===== src/rtl/muldiv_unit_pkg.sv =====
`default_nettype none
// ============================================================================
//  Module   : muldiv_unit_pkg
//  Purpose  : Shared core definitions for the RV32M multiply/divide unit:
//             M-extension opcode constants, FSM state type, decoder flag
//             carried into EX, and operand-signedness helpers.
//  Revision : 1.0  initial release
// ============================================================================
package muldiv_unit_pkg;

  // funct7 value that selects the M extension in OP-class instructions
  localparam logic [6:0] FUNCT7_M = 7'h01;

  // funct3 encodings of the eight M-extension operations
  localparam logic [2:0] FUNCT3_M_MUL    = 3'd0;
  localparam logic [2:0] FUNCT3_M_MULH   = 3'd1;
  localparam logic [2:0] FUNCT3_M_MULHSU = 3'd2;
  localparam logic [2:0] FUNCT3_M_MULHU  = 3'd3;
  localparam logic [2:0] FUNCT3_M_DIV    = 3'd4;
  localparam logic [2:0] FUNCT3_M_DIVU   = 3'd5;
  localparam logic [2:0] FUNCT3_M_REM    = 3'd6;
  localparam logic [2:0] FUNCT3_M_REMU   = 3'd7;

  // Multiply/divide sequencer states
  typedef enum logic [1:0] {
    MD_IDLE = 2'd0,
    MD_CALC = 2'd1,
    MD_DONE = 2'd2
  } muldiv_state_e;

  // ID/EX pipeline payload; is_mul_div steers the op to this unit
  typedef struct packed {
    logic [31:0] rs1_val;
    logic [31:0] rs2_val;
    logic [4:0]  rd_addr;
    logic [2:0]  funct3;
    logic [6:0]  funct7;
    logic        is_mul_div;
  } id_ex_data_t;

  // rs1 is treated as two's complement for MULH, MULHSU, DIV and REM
  function automatic logic op_a_is_signed(input logic [2:0] funct3);
    return (funct3 == FUNCT3_M_MULH)   || (funct3 == FUNCT3_M_MULHSU) ||
           (funct3 == FUNCT3_M_DIV)    || (funct3 == FUNCT3_M_REM);
  endfunction

  // rs2 is treated as two's complement for MULH, DIV and REM
  function automatic logic op_b_is_signed(input logic [2:0] funct3);
    return (funct3 == FUNCT3_M_MULH) || (funct3 == FUNCT3_M_DIV) ||
           (funct3 == FUNCT3_M_REM);
  endfunction

endpackage
`default_nettype wire


===== src/rtl/muldiv_unit.sv =====
`default_nettype none
// ============================================================================
//  Module   : muldiv_unit
//  Purpose  : Iterative RV32M multiply/divide unit. One radix-2 step per
//             cycle on operand magnitudes using a single shared 2W+1-bit
//             shift/accumulate register; signs are re-applied at the end.
//             Divide-by-zero and signed overflow finish in one cycle.
//  Revision : 1.0  initial release
// ============================================================================
module muldiv_unit
  import muldiv_unit_pkg::*;
#(
  parameter int DATA_WIDTH = 32,
  parameter int CNT_WIDTH  = $clog2(DATA_WIDTH) + 1
) (
  input  logic                  clk,
  input  logic                  rst,
  input  logic                  start_i,
  input  logic [2:0]            funct3_i,
  input  logic [DATA_WIDTH-1:0] op_a_i,
  input  logic [DATA_WIDTH-1:0] op_b_i,
  input  logic                  flush_i,
  output logic                  busy_o,
  output logic                  valid_o,
  output logic [DATA_WIDTH-1:0] result_o
);

  localparam int W  = DATA_WIDTH;
  localparam int AW = 2 * DATA_WIDTH + 1;
  localparam logic [DATA_WIDTH-1:0] MIN_INT = {1'b1, {(DATA_WIDTH-1){1'b0}}};

  muldiv_state_e        state_q,  state_d;
  logic [CNT_WIDTH-1:0] cnt_q,    cnt_d;
  logic [AW-1:0]        acc_q,    acc_d;     // mul: {carry, hi, lo}; div: {-, rem, quo}
  logic [W-1:0]         mag_b_q,  mag_b_d;   // multiplicand / divisor magnitude
  logic [2:0]           funct3_q, funct3_d;
  logic                 sign_a_q, sign_a_d;
  logic                 sign_b_q, sign_b_d;
  logic [W-1:0]         res_q,    res_d;     // result of the op being presented
  logic [W-1:0]         result_q, result_d;  // last result actually delivered

  // Incoming operand decode: signs, magnitudes and early-exit results
  logic         in_sign_a, in_sign_b;
  logic         in_div_zero, in_overflow, in_special;
  logic [W-1:0] in_mag_a, in_mag_b, in_special_res;

  // Classify the request and form magnitudes at acceptance
  always_comb begin
    in_sign_a   = op_a_is_signed(funct3_i) & op_a_i[W-1];
    in_sign_b   = op_b_is_signed(funct3_i) & op_b_i[W-1];
    in_mag_a    = in_sign_a ? -op_a_i : op_a_i;
    in_mag_b    = in_sign_b ? -op_b_i : op_b_i;
    in_div_zero = funct3_i[2] && (op_b_i == '0);
    // funct3[0] clear on a divide op means signed (DIV/REM)
    in_overflow = funct3_i[2] && !funct3_i[0] &&
                  (op_a_i == MIN_INT) && (op_b_i == '1);
    in_special  = in_div_zero || in_overflow;
    // funct3[1] set on a divide op selects the remainder flavour
    if (in_div_zero) begin
      in_special_res = funct3_i[1] ? op_a_i : '1;
    end else begin
      in_special_res = funct3_i[1] ? '0 : MIN_INT;
    end
  end

  // One iteration of shift-add multiply or restoring divide
  logic [W:0]    mul_sum, div_trial;
  logic [AW-1:0] mul_next, div_shift, div_next, acc_step;

  // Compute the next accumulator value for the latched op
  always_comb begin
    mul_sum   = acc_q[AW-1:W] + (acc_q[0] ? {1'b0, mag_b_q} : '0);
    mul_next  = {1'b0, mul_sum, acc_q[W-1:1]};
    div_shift = {acc_q[AW-2:0], 1'b0};
    div_trial = div_shift[AW-1:W] - {1'b0, mag_b_q};
    // A borrow out means the divisor did not fit: keep the shifted value
    div_next  = div_trial[W] ? div_shift : {div_trial, div_shift[W-1:1], 1'b1};
    acc_step  = funct3_q[2] ? div_next : mul_next;
  end

  // Final signed result from the accumulator after the last step
  logic [2*W-1:0] prod;
  logic [W-1:0]   quo, rem, final_res;

  // Re-apply signs and select the requested slice
  always_comb begin
    prod = acc_step[2*W-1:0];
    if (sign_a_q ^ sign_b_q) prod = -prod;
    quo = acc_step[W-1:0];
    if (sign_a_q ^ sign_b_q) quo = -quo;
    rem = acc_step[2*W-1:W];
    if (sign_a_q) rem = -rem;
    case (funct3_q)
      FUNCT3_M_MUL:                                     final_res = prod[W-1:0];
      FUNCT3_M_MULH, FUNCT3_M_MULHSU, FUNCT3_M_MULHU:   final_res = prod[2*W-1:W];
      FUNCT3_M_DIV, FUNCT3_M_DIVU:                      final_res = quo;
      default:                                          final_res = rem;
    endcase
  end

  // Next-state, counter and datapath control
  always_comb begin
    state_d  = state_q;
    cnt_d    = cnt_q;
    acc_d    = acc_q;
    mag_b_d  = mag_b_q;
    funct3_d = funct3_q;
    sign_a_d = sign_a_q;
    sign_b_d = sign_b_q;
    res_d    = res_q;
    result_d = result_q;
    case (state_q)
      MD_IDLE: begin
        if (start_i && !flush_i) begin
          funct3_d = funct3_i;
          sign_a_d = in_sign_a;
          sign_b_d = in_sign_b;
          mag_b_d  = in_mag_b;
          acc_d    = {{(W+1){1'b0}}, in_mag_a};
          cnt_d    = CNT_WIDTH'(DATA_WIDTH);
          if (in_special) begin
            res_d   = in_special_res;
            state_d = MD_DONE;
          end else begin
            state_d = MD_CALC;
          end
        end
      end
      MD_CALC: begin
        if (flush_i) begin
          state_d = MD_IDLE;
        end else begin
          acc_d = acc_step;
          cnt_d = cnt_q - CNT_WIDTH'(1);
          if (cnt_q == CNT_WIDTH'(1)) begin
            res_d   = final_res;
            state_d = MD_DONE;
          end
        end
      end
      MD_DONE: begin
        state_d = MD_IDLE;
        // A flushed result is never committed as the held value
        if (!flush_i) result_d = res_q;
      end
      default: state_d = MD_IDLE;
    endcase
  end

  // State and datapath registers with synchronous reset
  always_ff @(posedge clk) begin
    if (rst) begin
      state_q  <= MD_IDLE;
      cnt_q    <= '0;
      acc_q    <= '0;
      mag_b_q  <= '0;
      funct3_q <= '0;
      sign_a_q <= 1'b0;
      sign_b_q <= 1'b0;
      res_q    <= '0;
      result_q <= '0;
    end else begin
      state_q  <= state_d;
      cnt_q    <= cnt_d;
      acc_q    <= acc_d;
      mag_b_q  <= mag_b_d;
      funct3_q <= funct3_d;
      sign_a_q <= sign_a_d;
      sign_b_q <= sign_b_d;
      res_q    <= res_d;
      result_q <= result_d;
    end
  end

  // The new result is visible during DONE unless that cycle is flushed
  always_comb begin
    busy_o   = (state_q != MD_IDLE);
    valid_o  = (state_q == MD_DONE) && !flush_i;
    result_o = valid_o ? res_q : result_q;
  end

endmodule
`default_nettype wire


===== config.mk =====
export PLATFORM = sky130hd
export DESIGN_NAME = muldiv_unit
export DESIGN_NICKNAME = d
export VERILOG_FILES = /design/src/rtl/muldiv_unit_pkg.sv /design/src/rtl/muldiv_unit.sv
export SDC_FILE = /design/constraint.sdc
export NUM_CORES = 1
export LEC_CHECK = 0
export BUFFER_PORTS_ARGS = -buffer_cell sky130_fd_sc_hd__buf_2
export CELL_PAD_IN_SITES_DETAIL_PLACEMENT = 1
export CELL_PAD_IN_SITES_GLOBAL_PLACEMENT = 2
export CORE_MARGIN = 1
export CORE_UTILIZATION = 36
export CTS_CLUSTER_SIZE = 12
export DETAILED_ROUTE_END_ITERATION = 7
export PLACE_DENSITY = 0.89
export SLEW_MARGIN = 5
export SYNTH_ARGS = -nofsm -noshare
export SYNTH_HDL_FRONTEND = slang
export SYNTH_SLANG_ARGS = --single-unit

===== constraint.sdc =====
create_clock -name clk -period 8.34 [get_ports clk]
set_input_delay 0.834 -clock clk [delete_from_list [all_inputs] [get_ports clk]]
set_output_delay 0.834 -clock clk [all_outputs]
set_load 0.02 [all_outputs]

==> flow_summary_export.csv <==
group,metric,value,unit
outcome,outcome,"completed",
layout,final_util,40.2,%
clock_network,cts_tree,"built",
critical_path,worstSetupPathType,"reg2reg",
routing,drt_iter0_markers,1795,
grt,antenna_found_initial,0,
layout,nets,2471,
clock_network,clk_path_buf_depth,2,
synthesis,async_flop_share,0,%
critical_path,cp-end-kind,"flop",
synthesis,ys_types,103,
critical_path,crit_path_start,"acc_q[31]",
timing,rsz0062_at_grt,"false",
die,io-pin-count,105,
timing,hold_violations,0,
routing,vias_per_cell,6.36,
clock_network,postCtsSetupRepairBufs,0,
synthesis,ys_ff_latch,174,
timing,min_period,7.78,ns
timing,maxSlewViolCount,0,
timing,max_slew.worst_pin.slew,1.13,ns
synthesis,synthDominantCellAreaShare,20.8,%
critical_path,crit_arrival,8.16,ns
clock_network,numCtsBuffers,17,
die,core_area,45700,sq um
die,start_util,36.7,%
timing,max_freq,129,MHz
routing,vias,18706,
timing,tns,0,ns
run,maxCapViolCount,0,
synthesis,syn_nets,2462,
critical_path,r2r_slack,0.56,ns
die,die_area,47400,sq um
layout,regArea,3490,sq um
synthesis,yosysWarningCount,0,
layout,area_growth,9.57,%
critical_path,reg2reg_to,"res_q[12]",
timing,clock_skew,0.0202,ns
clock_network,cts-hold-fix-buffers,0,
placement,hpwl,57800,um
grt,grt_max_degree,97,
grt,grt_pass1_wl,113000,um
synthesis,synth_largest_area_cell,"dfxtp_1",
clock_network,clock_latency,0.47,ns
timing,setup_violations,0,
grt,grt_usage,31.2,%
layout,multi_input_area,12400,sq um
timing,slew_headroom,24.2,%
synthesis,syn_inst,2317,
placement,port_buffers,104,
power,powerDensity,140,nW/um^2
clock_network,clockRootBuffer,"clkbuf_16",
critical_path,required,8.73,ns
clock_network,clkTransAtPathRegs,0.07,ns
critical_path,r2r_cells,24,
timing,min_period_over_period,93.3,%
clock_network,cts_resized,0,
synthesis,yosysSeqAreaShare,20.8,%
synthesis,avgSynthCellArea,7.23,sq um
synthesis,synth.most_common_cell,"nor2_1",
power,p_leak,7.03,nW
clock_network,cts_sinks,174,
routing,first_pass_iters,5,
critical_path,cp_max_fo,26,
layout,n_antenna_cell,0,
power,power,2.57,mW
layout,fillers,5813,
die,dieHeight,218,um
routing,detail-route-antenna-nets,0,
critical_path,rr_startpoint,"acc_q[31]",
die,die_w,218,um
critical_path,crit_path_end,"res_q[12]",
synthesis,synth_edf_count,0,
routing,wl_per_cell,25.4,um
routing,drc,0,
synthesis,yosys-top-cells-area,"dfxtp_1 21%, nor2_1 6.4%, a21oi_1 6.4%, ha_1 5.4%, o21ai_0 4.3%",
synthesis,syn_area,16700,sq um
synthesis,synthTopCellsByCount,"287 x nor2_1, 213 x a21oi_1, 176 x nand2_1",
synthesis,synth_flop_cell,"dfxtp_1",
die,rows,78,
min_path,hold_depth,2,
min_path,hp-class,"reg2reg",
power,peakVddDrop,147,uV
grt,grt_pass1_vias,18284,
placement,place_congestion,0.977,
critical_path,cp-start-kind,"flop",
layout,drive_gt1_share,11.3,%
routing,wl,74700,um
grt,grt_overflow,0,
clock_network,htree_num_levels,4,
-- metrics by stage --
stage	area (sq um)	hold WS, ns	std cells	setup slack, ns
after floorplan	16700	0.428	2317	2.36
after global placement	17800	0.449	2907	0.976
after detailed placement	17800	0.453	2907	0.734
after CTS	18400	0.484	2939	0.709
after global routing	18400	0.512	2939	0.0833
final	18400	0.485	2939	0.563
-- area by class of cell --
type / count / share of cell area, %
flip-flops and latches: 174 / 19.0
clock buffers: 19 / 2.41
inverters: 80 / 1.64
well taps: 600 / 4.09
clock inverters: 13 / 0.825
repair buffers: 143 / 4.45
multi-input cells: 1910 / 67.6
-- flip-flops by register name (all words and copies together), names as in the netlist --
signal / flops
result_q: 32
funct3_q: 3
res_q: 32
state_q: 2
acc_q: 65
cnt_q: 6
sign_a_q: 1
mag_b_q: 32
sign_b_q: 1
-- cell usage in the layout (no fill, tap or decap), types with 56 or more instances in the layout --
master,count
a211oi_1,81
dfxtp_1,173
xnor2_1,73
nor2_1,284
and2_1,77
ha_1,72
a21oi_1,213
nand2_1,176
o21ai_0,144
buf_2,103
xor2_1,56
inv_1,78
-- worst min-delay path by stage --
stage / from / end / slack (ns)
floorplan: res_q[12] / res_q[12] / 0.43
global placement: res_q[12] / res_q[12] / 0.45
detailed placement: res_q[12] / res_q[12] / 0.45
CTS: res_q[13] / res_q[13] / 0.48
global route: res_q[13] / res_q[13] / 0.51
finish: res_q[13] / res_q[13] / 0.48
-- cells by family (layout without fill, tap and decap cells) --
logic type	after synthesis	in the layout	synth area share, %
mux	87	87	5.48
buf+inv	233	255	5.51
simple gates	852	852	25.3
fa+ha+maj	74	74	5.62
xor+xnor	131	131	6.85
compound gates	766	766	30.4
flops	174	174	20.8
-- power by group --
group,switching [mW],total [mW],internal [mW]
clock,0.405,0.862,0.457
combinational,0.546,0.805,0.259
sequential,0.0462,0.907,0.860
-- layer usage --
layer,vias up,share of wire (%),global-route usage (%)
li1,8549,-,-
met1,9373,46,43.2
met2,645,44,48.5
met3,139,5.9,4.04
met4,0,4.0,13.1
met5,-,0,0
-- critical path, stage by stage (launching register included) --
cell and delay [ns]:
dfxtp_1 0.39, inv_1 0.07, ha_1 0.22, fa_1 0.40, nand2b_1 0.22, a21o_1 0.24
a211oi_1 0.55, o211a_1 0.29, o21ai_0 0.11, o21ai_0 0.33, a21o_1 0.18, a21o_1 0.12
ha_1 0.72, and2_1 0.74, nand2_1 0.18, mux2i_1 0.18, nor2_1 0.07, and2_1 0.21
or4b_1 0.72, nor4_1 0.80, o21ai_0 0.19, and3_1 0.21, o21ai_0 0.30, nand2_1 0.11
a21oi_1 0.15
No activity file was read; power rests on OpenSTA's default activity.
